<file path="src/rtl/prs_descrambler_if.sv">
// Stream and control bundle for the PRS descrambler: configuration, bit-in/bit-out
// handshakes and status.
interface prs_descrambler_if #(
  parameter int LEN_W = 16
) ();
  logic             start;
  logic [30:0]      c_init;
  logic [LEN_W-1:0] seq_len;
  logic             in_valid;
  logic             in_ready;
  logic             in_bit;
  logic             out_valid;
  logic             out_ready;
  logic             out_bit;
  logic             busy;
  logic             done;

  modport master (
    output start, c_init, seq_len, in_valid, in_bit, out_ready,
    input  in_ready, out_valid, out_bit, busy, done
  );

  modport slave (
    input  start, c_init, seq_len, in_valid, in_bit, out_ready,
    output in_ready, out_valid, out_bit, busy, done
  );
endinterface

</file>
<file path="src/rtl/prs_descrambler.sv">
// Serial 3GPP Gold-sequence descrambler: NC warm-up steps after each load, then
// XORs c(n) onto each accepted input bit into a single-entry output register.
module prs_descrambler #(
  parameter int NC    = 1600,
  parameter int LEN_W = 16
) (
  input  logic               clk,
  input  logic               rst,
  prs_descrambler_if.slave   bus
);

  localparam logic [1:0] IDLE   = 2'd0;
  localparam logic [1:0] WARMUP = 2'd1;
  localparam logic [1:0] RUN    = 2'd2;

  localparam logic [10:0] WARM_LAST = 11'(NC - 1);
  localparam logic [10:0] WARM_END  = 11'(NC);

  logic [1:0]       state;
  logic [30:0]      x1;
  logic [30:0]      x2;
  logic [10:0]      warm_cnt;
  logic [LEN_W-1:0] remain;
  logic             out_valid_q;
  logic             out_bit_q;
  logic             done_q;

  logic c_bit;
  logic hs;
  logic warm_step;

  assign c_bit     = x1[0] ^ x2[0];
  assign bus.in_ready = (state == RUN) && (!out_valid_q || bus.out_ready);
  assign hs        = bus.in_valid && bus.in_ready;
  // With seq_len == 0 the counter parks at NC for one extra, non-stepping cycle
  // before returning to IDLE with done.
  assign warm_step = (state == WARMUP) && (warm_cnt != WARM_END);

  assign bus.out_valid = out_valid_q;
  assign bus.out_bit   = out_bit_q;
  assign bus.busy      = (state != IDLE);
  assign bus.done      = done_q;

  always_ff @(posedge clk or posedge rst) begin
    if (rst) begin
      state       <= IDLE;
      x1          <= '0;
      x2          <= '0;
      warm_cnt    <= '0;
      remain      <= '0;
      out_valid_q <= 1'b0;
      out_bit_q   <= 1'b0;
      done_q      <= 1'b0;
    end else begin
      done_q <= 1'b0;

      if (warm_step || hs) begin
        x1 <= {x1[3] ^ x1[0], x1[30:1]};
        x2 <= {x2[3] ^ x2[2] ^ x2[1] ^ x2[0], x2[30:1]};
      end

      case (state)
        IDLE: begin
          if (bus.start) begin
            x1       <= 31'd1;
            x2       <= bus.c_init;
            remain   <= bus.seq_len;
            warm_cnt <= '0;
            state    <= WARMUP;
          end
        end
        WARMUP: begin
          if (warm_cnt == WARM_END) begin
            state  <= IDLE;
            done_q <= 1'b1;
          end else begin
            warm_cnt <= warm_cnt + 11'd1;
            if ((warm_cnt == WARM_LAST) && (remain != '0))
              state <= RUN;
          end
        end
        RUN: begin
          if (hs) begin
            remain <= remain - 1'b1;
            if (remain == LEN_W'(1)) begin
              state  <= IDLE;
              done_q <= 1'b1;
            end
          end
        end
        default: state <= IDLE;
      endcase

      // Output register drains independently of state so a pending bit survives IDLE.
      if (hs) begin
        out_bit_q   <= bus.in_bit ^ c_bit;
        out_valid_q <= 1'b1;
      end else if (bus.out_ready) begin
        out_valid_q <= 1'b0;
      end
    end
  end

endmodule

</file>
<file path="src/flat_wrapper.sv">
// flat-port wrapper written by rule: the top's interface ports become plain ports
module prs_descrambler_flat 
#(
  parameter int NC    = 1600,
  parameter int LEN_W = 16
)
  (clk, rst, bus_start, bus_c_init, bus_seq_len, bus_in_valid, bus_in_bit, bus_out_ready, bus_in_ready, bus_out_valid, bus_out_bit, bus_busy, bus_done);
  prs_descrambler_if #(.LEN_W(LEN_W)) bus_i ();
  input  logic clk;
  input  logic rst;
  input wire logic [$bits(bus_i.start)-1:0] bus_start;
  input wire logic [$bits(bus_i.c_init)-1:0] bus_c_init;
  input wire logic [$bits(bus_i.seq_len)-1:0] bus_seq_len;
  input wire logic [$bits(bus_i.in_valid)-1:0] bus_in_valid;
  input wire logic [$bits(bus_i.in_bit)-1:0] bus_in_bit;
  input wire logic [$bits(bus_i.out_ready)-1:0] bus_out_ready;
  output wire logic [$bits(bus_i.in_ready)-1:0] bus_in_ready;
  output wire logic [$bits(bus_i.out_valid)-1:0] bus_out_valid;
  output wire logic [$bits(bus_i.out_bit)-1:0] bus_out_bit;
  output wire logic [$bits(bus_i.busy)-1:0] bus_busy;
  output wire logic [$bits(bus_i.done)-1:0] bus_done;
  assign bus_i.start = bus_start;
  assign bus_i.c_init = bus_c_init;
  assign bus_i.seq_len = bus_seq_len;
  assign bus_i.in_valid = bus_in_valid;
  assign bus_i.in_bit = bus_in_bit;
  assign bus_i.out_ready = bus_out_ready;
  assign bus_in_ready = bus_i.in_ready;
  assign bus_out_valid = bus_i.out_valid;
  assign bus_out_bit = bus_i.out_bit;
  assign bus_busy = bus_i.busy;
  assign bus_done = bus_i.done;
  prs_descrambler #(.NC(NC), .LEN_W(LEN_W)) u_core (.clk(clk), .rst(rst), .bus(bus_i));
endmodule
</file>
<file path="config.mk">
export PLATFORM = sky130hd
export DESIGN_NAME = prs_descrambler_flat
export DESIGN_NICKNAME = d
export VERILOG_FILES = /design/src/rtl/prs_descrambler_if.sv /design/src/rtl/prs_descrambler.sv /design/src/flat_wrapper.sv
export SDC_FILE = /design/constraint.sdc
export NUM_CORES = 1
export LEC_CHECK = 0
export CORE_ASPECT_RATIO = 0.7
export CORE_UTILIZATION = 52
export CTS_BUF_LIST = sky130_fd_sc_hd__clkbuf_2 sky130_fd_sc_hd__clkbuf_4 sky130_fd_sc_hd__clkbuf_8
export CTS_CLUSTER_SIZE = 25
export DETAILED_ROUTE_END_ITERATION = 7
export PLACE_DENSITY_LB_ADDON = 0.05
export SLEW_MARGIN = 10
export SYNTH_ARGS = -nofsm -noshare
export SYNTH_HDL_FRONTEND = slang
export SYNTH_SLANG_ARGS = --single-unit
</file>
<file path="constraint.sdc">
create_clock -name clk -period 3.15 [get_ports clk]
set_clock_uncertainty 0.2 [all_clocks]
set_input_delay 0.7875 -clock clk [delete_from_list [all_inputs] [get_ports clk]]
set_output_delay 0.7875 -clock clk [all_outputs]
set_load 0.01 [all_outputs]
</file>
==> impl_metrics.py <==
metrics = {
    "run_status": {
        "status": "finished, final reports clean",
    },
    "placed_design": {
        "gp_congestion": 0.841,
        "port-buffer-count": 57,
        "place_hpwl_um": 6780,
        "pre_cts_slack_ns": 0.112,
        "dpl_cell_area_um2": 5420,
    },
    "grt": {
        "grt_overflow": 0,
        "gr-usage-met1_pct": 33.0,
        "gr-usage-met3_pct": 5.30,
        "grt_start_max_net_pins": 57,
        "grt_use_met2_pct": 34.3,
        "track_usage_pct": 22.9,
        "grt_pass1_wl_um": 16600,
        "grt_pass1_vias": 3494,
        "antenna_found_initial": 0,
        "grt_busiest_layer": "met2",
    },
    "cells_and_area": {
        "fill_cells": 737,
        "diodes": 0,
        "drive_above_1_share_pct": 6.71,
        "final_cell_area_um2": 5640,
        "layout.nets": 636,
        "area_growth_pct": 20.7,
    },
    "sta": {
        "tns_ns": 0,
        "setup-violations-final": 0,
        "slew_headroom_pct": 54.6,
        "rsz0062_at_grt": "no",
        "tightest_slew_ns": 0.680,
        "finalCritPeriodShare_pct": 96.5,
        "max_freq_mhz": 329,
        "period_needed_ns": 3.04,
        "finalHoldViolCount": 0,
        "fin_hold_ws_ns": 0.310,
        "fin_ws_ns": 0.110,
        "maxSlewViolCount": 0,
    },
    "worst_setup_path": {
        "timing.setup.critical_path_class": "in2out",
        "path_max_fanout": 3,
        "end_kind": "primary output",
        "crit_required_ns": 2.16,
        "reg2reg_from": "u_core.state[0]",
        "r2r-end": "u_core.x1[16]",
        "rrSetupSlack_ns": 0.52,
        "startpoint_type": "input port",
        "r2r_cells": 8,
        "cp.arrival_ns": 2.05,
    },
    "synth": {
        "synth_area_leaders": "dfrtp_1 50%, nand3_1 9.2%, nand2_1 9.2%",
        "ys_ff_latch": 94,
        "ys_warn_count": 0,
        "seq_area_frac_synth_pct": 50.3,
        "yosysTopAreaCellShare_pct": 50.3,
        "syn_avg_cell_area_um2": 8.84,
        "ys_top_cells_by_count": "114 x nand2_1, 94 x dfrtp_1, 86 x nand3_1",
        "async_reset_ff_share_pct": 100,
        "synth.distinct_cells": 49,
        "synth_top_area_cell": "dfrtp_1",
        "synth.most_common_cell": "nand2_1",
        "postSynthCellCount": 529,
        "synthesis.area_um2": 4680,
        "synth.net_count": 589,
        "synth-main-ff-cell": "dfrtp_1",
        "synth_edf_count": 0,
    },
    "floorplan": {
        "ios": 58,
        "dieArea_um2": 9380,
        "fp.dieH_um": 81.3,
        "coreArea_um2": 8580,
        "die_w_um": 115,
        "fp-row-count": 28,
        "start_util_pct": 54.5,
    },
    "pwr": {
        "cell_internal_pwr_mw": 1.78,
        "p_clk_share_pct": 39.4,
        "power_leakage_nw": 2.44,
        "p_sw_share_pct": 20.7,
        "p_seq_share_pct": 54.6,
        "power_density_nw_per_um2": 397,
        "combinationalPowerShare_pct": 6.0,
        "p_sw_mw": 0.465,
        "ir_drop_mv": 0.259,
    },
    "clock_network": {
        "cts_buffer_depth": 2,
        "cts.repair.resized": 0,
        "cts-buffers-inserted": 9,
        "clk_pin_slew_ns": 0.08,
        "cts_setup_buffers": 0,
        "htree_levels": 3,
        "insertion_delay_ns": 0.36,
        "holdBufCountCts": 0,
        "clkSinkCount": 94,
        "cts_root_buf": "clkbuf_8",
        "cts_tree": "done",
    },
    "route": {
        "vias": 3872,
        "post_drt_wl_per_cell_um": 14.5,
        "drc_errors": 0,
        "drtIter0Drc": 397,
        "avgViaCountPerCell": 5.52,
        "detail-route-antenna-nets": 0,
        "drt_wl_total_um": 10200,
        "dr.pass1.iters": 5,
    },
    "min_path": {
        "holdPathEnd": "u_core.x1[0]",
        "hold_start": "u_core.x1[1]",
        "holdPathStages": 2,
        "hp-class": "reg2reg",
    },
    "flow_run": {
        "maxCapViolCount": 0,
    },
}
worst max-delay path, cell delays in order:
cell and delay [ns]:
clkdlybuf4s50_1 0.45, nand2b_1 0.14, and2_1 0.15, clkdlybuf4s50_1 0.53
through the flow:
step / instances / utilization, % / power, mW
5_1_grt: 701 / 65.7 / 2.33
3_5_place_dp: 685 / 63.1 / 1.38
4_1_cts: 701 / 65.7 / 2.28
2_1_floorplan: 529 / - / 1.29
3_3_place_gp: 685 / 63.1 / 1.38
6_report: 701 / 65.7 / 2.24
layout make-up:
class | instances | area (µm²) | share of cell area, %
flip-flops and latches | 94 | 2350 | 41.7
multi-input cells | 391 | 2140 | 37.9
repair buffers | 69 | 736 | 13.0
clock buffers | 12 | 153 | 2.71
well taps | 120 | 150 | 2.66
clock inverters | 4 | 70.1 | 1.24
inverters | 11 | 45.0 | 0.798
cells in the final DEF, fill, tap and decap left out, types with 2 or more instances in the layout:
cell type / synthesis / routed
bufinv_16: 0 / 2
and2_1: 6 / 4
xnor2_1: 5 / 5
o22a_1: 2 / 2
clkdlybuf4s50_1: 0 / 57
nor2_1: 23 / 23
nand4b_1: 2 / 2
and3_1: 3 / 3
and2_2: 0 / 2
a41oi_1: 2 / 2
nand3b_1: 2 / 2
mux2i_1: 5 / 5
a31oi_1: 4 / 4
or3_1: 3 / 3
o21ai_1: 3 / 3
clkbuf_8: 0 / 10
buf_12: 0 / 6
dfrtp_1: 94 / 94
a2bb2oi_1: 6 / 6
nand2b_1: 3 / 3
nand4_1: 5 / 5
nor4_4: 2 / 2
inv_1: 10 / 9
clkinv_2: 0 / 2
buf_4: 3 / 6
clkbuf_4: 0 / 2
o21ai_0: 16 / 16
nand3_1: 86 / 86
nand2_1: 114 / 113
a21oi_1: 49 / 49
xor2_1: 10 / 10
ha_1: 7 / 7
nor2b_1: 2 / 2
o22ai_1: 6 / 6
o31ai_1: 2 / 2
nor3_1: 8 / 8
worst max path at each step:
stage                     depth (start not counted)          endpoint  slack, ns           from
after detailed placement                          4      bus_in_ready       0.11  bus_out_ready
after global routing                              4      bus_in_ready       0.04  bus_out_ready
after global placement                            4      bus_in_ready       0.12  bus_out_ready
after floorplan                                   5  u_core.remain[2]       0.92  bus_out_ready
after CTS                                         4      bus_in_ready       0.10  bus_out_ready
final                                             4      bus_in_ready       0.11  bus_out_ready
cell families (layout without fill, tap and decap cells):
family                   after synthesis  in the layout  share of synthesized area [%]
AO/OA/AOI/OAI                         97             97                           12.2
XOR/XNOR                              15             15                           2.81
adder cells (fa/ha/maj)                7              7                           1.87
buffers and inverters                 44             96                           4.09
flip-flops                            94             94                           50.3
multiplexers                           5              5                           1.07
AND/OR/NAND/NOR                      267            267                           27.6
power groups by stage:
stage | Sequential (mW) | Combinational [mW] | Clock [mW]
6_report | 1.22 | 0.135 | 0.882
3_3_place_gp | 1.25 | 0.135 | 0
3_5_place_dp | 1.25 | 0.136 | 0
4_1_cts | 1.22 | 0.137 | 0.915
5_1_grt | 1.22 | 0.149 | 0.960
2_1_floorplan | 1.24 | 0.0495 | 0
flip-flops by register name (all words and copies together), names as in the netlist:
signal                flops
u_core.remain            16
u_core.bus.out_valid      1
u_core.bus.done           1
u_core.bus.out_bit        1
u_core.warm_cnt          11
u_core.x1                31
u_core.state              2
u_core.x2                31
per-layer routing:
metal / vias up / part of all wire (%)
met3: 11 / 4.5
met4: 0 / 1.2
met1: 1849 / 50
li1: 1926 / -
met5: - / 0
met2: 86 / 44
Note: power is estimated with default switching activity, not from simulation.
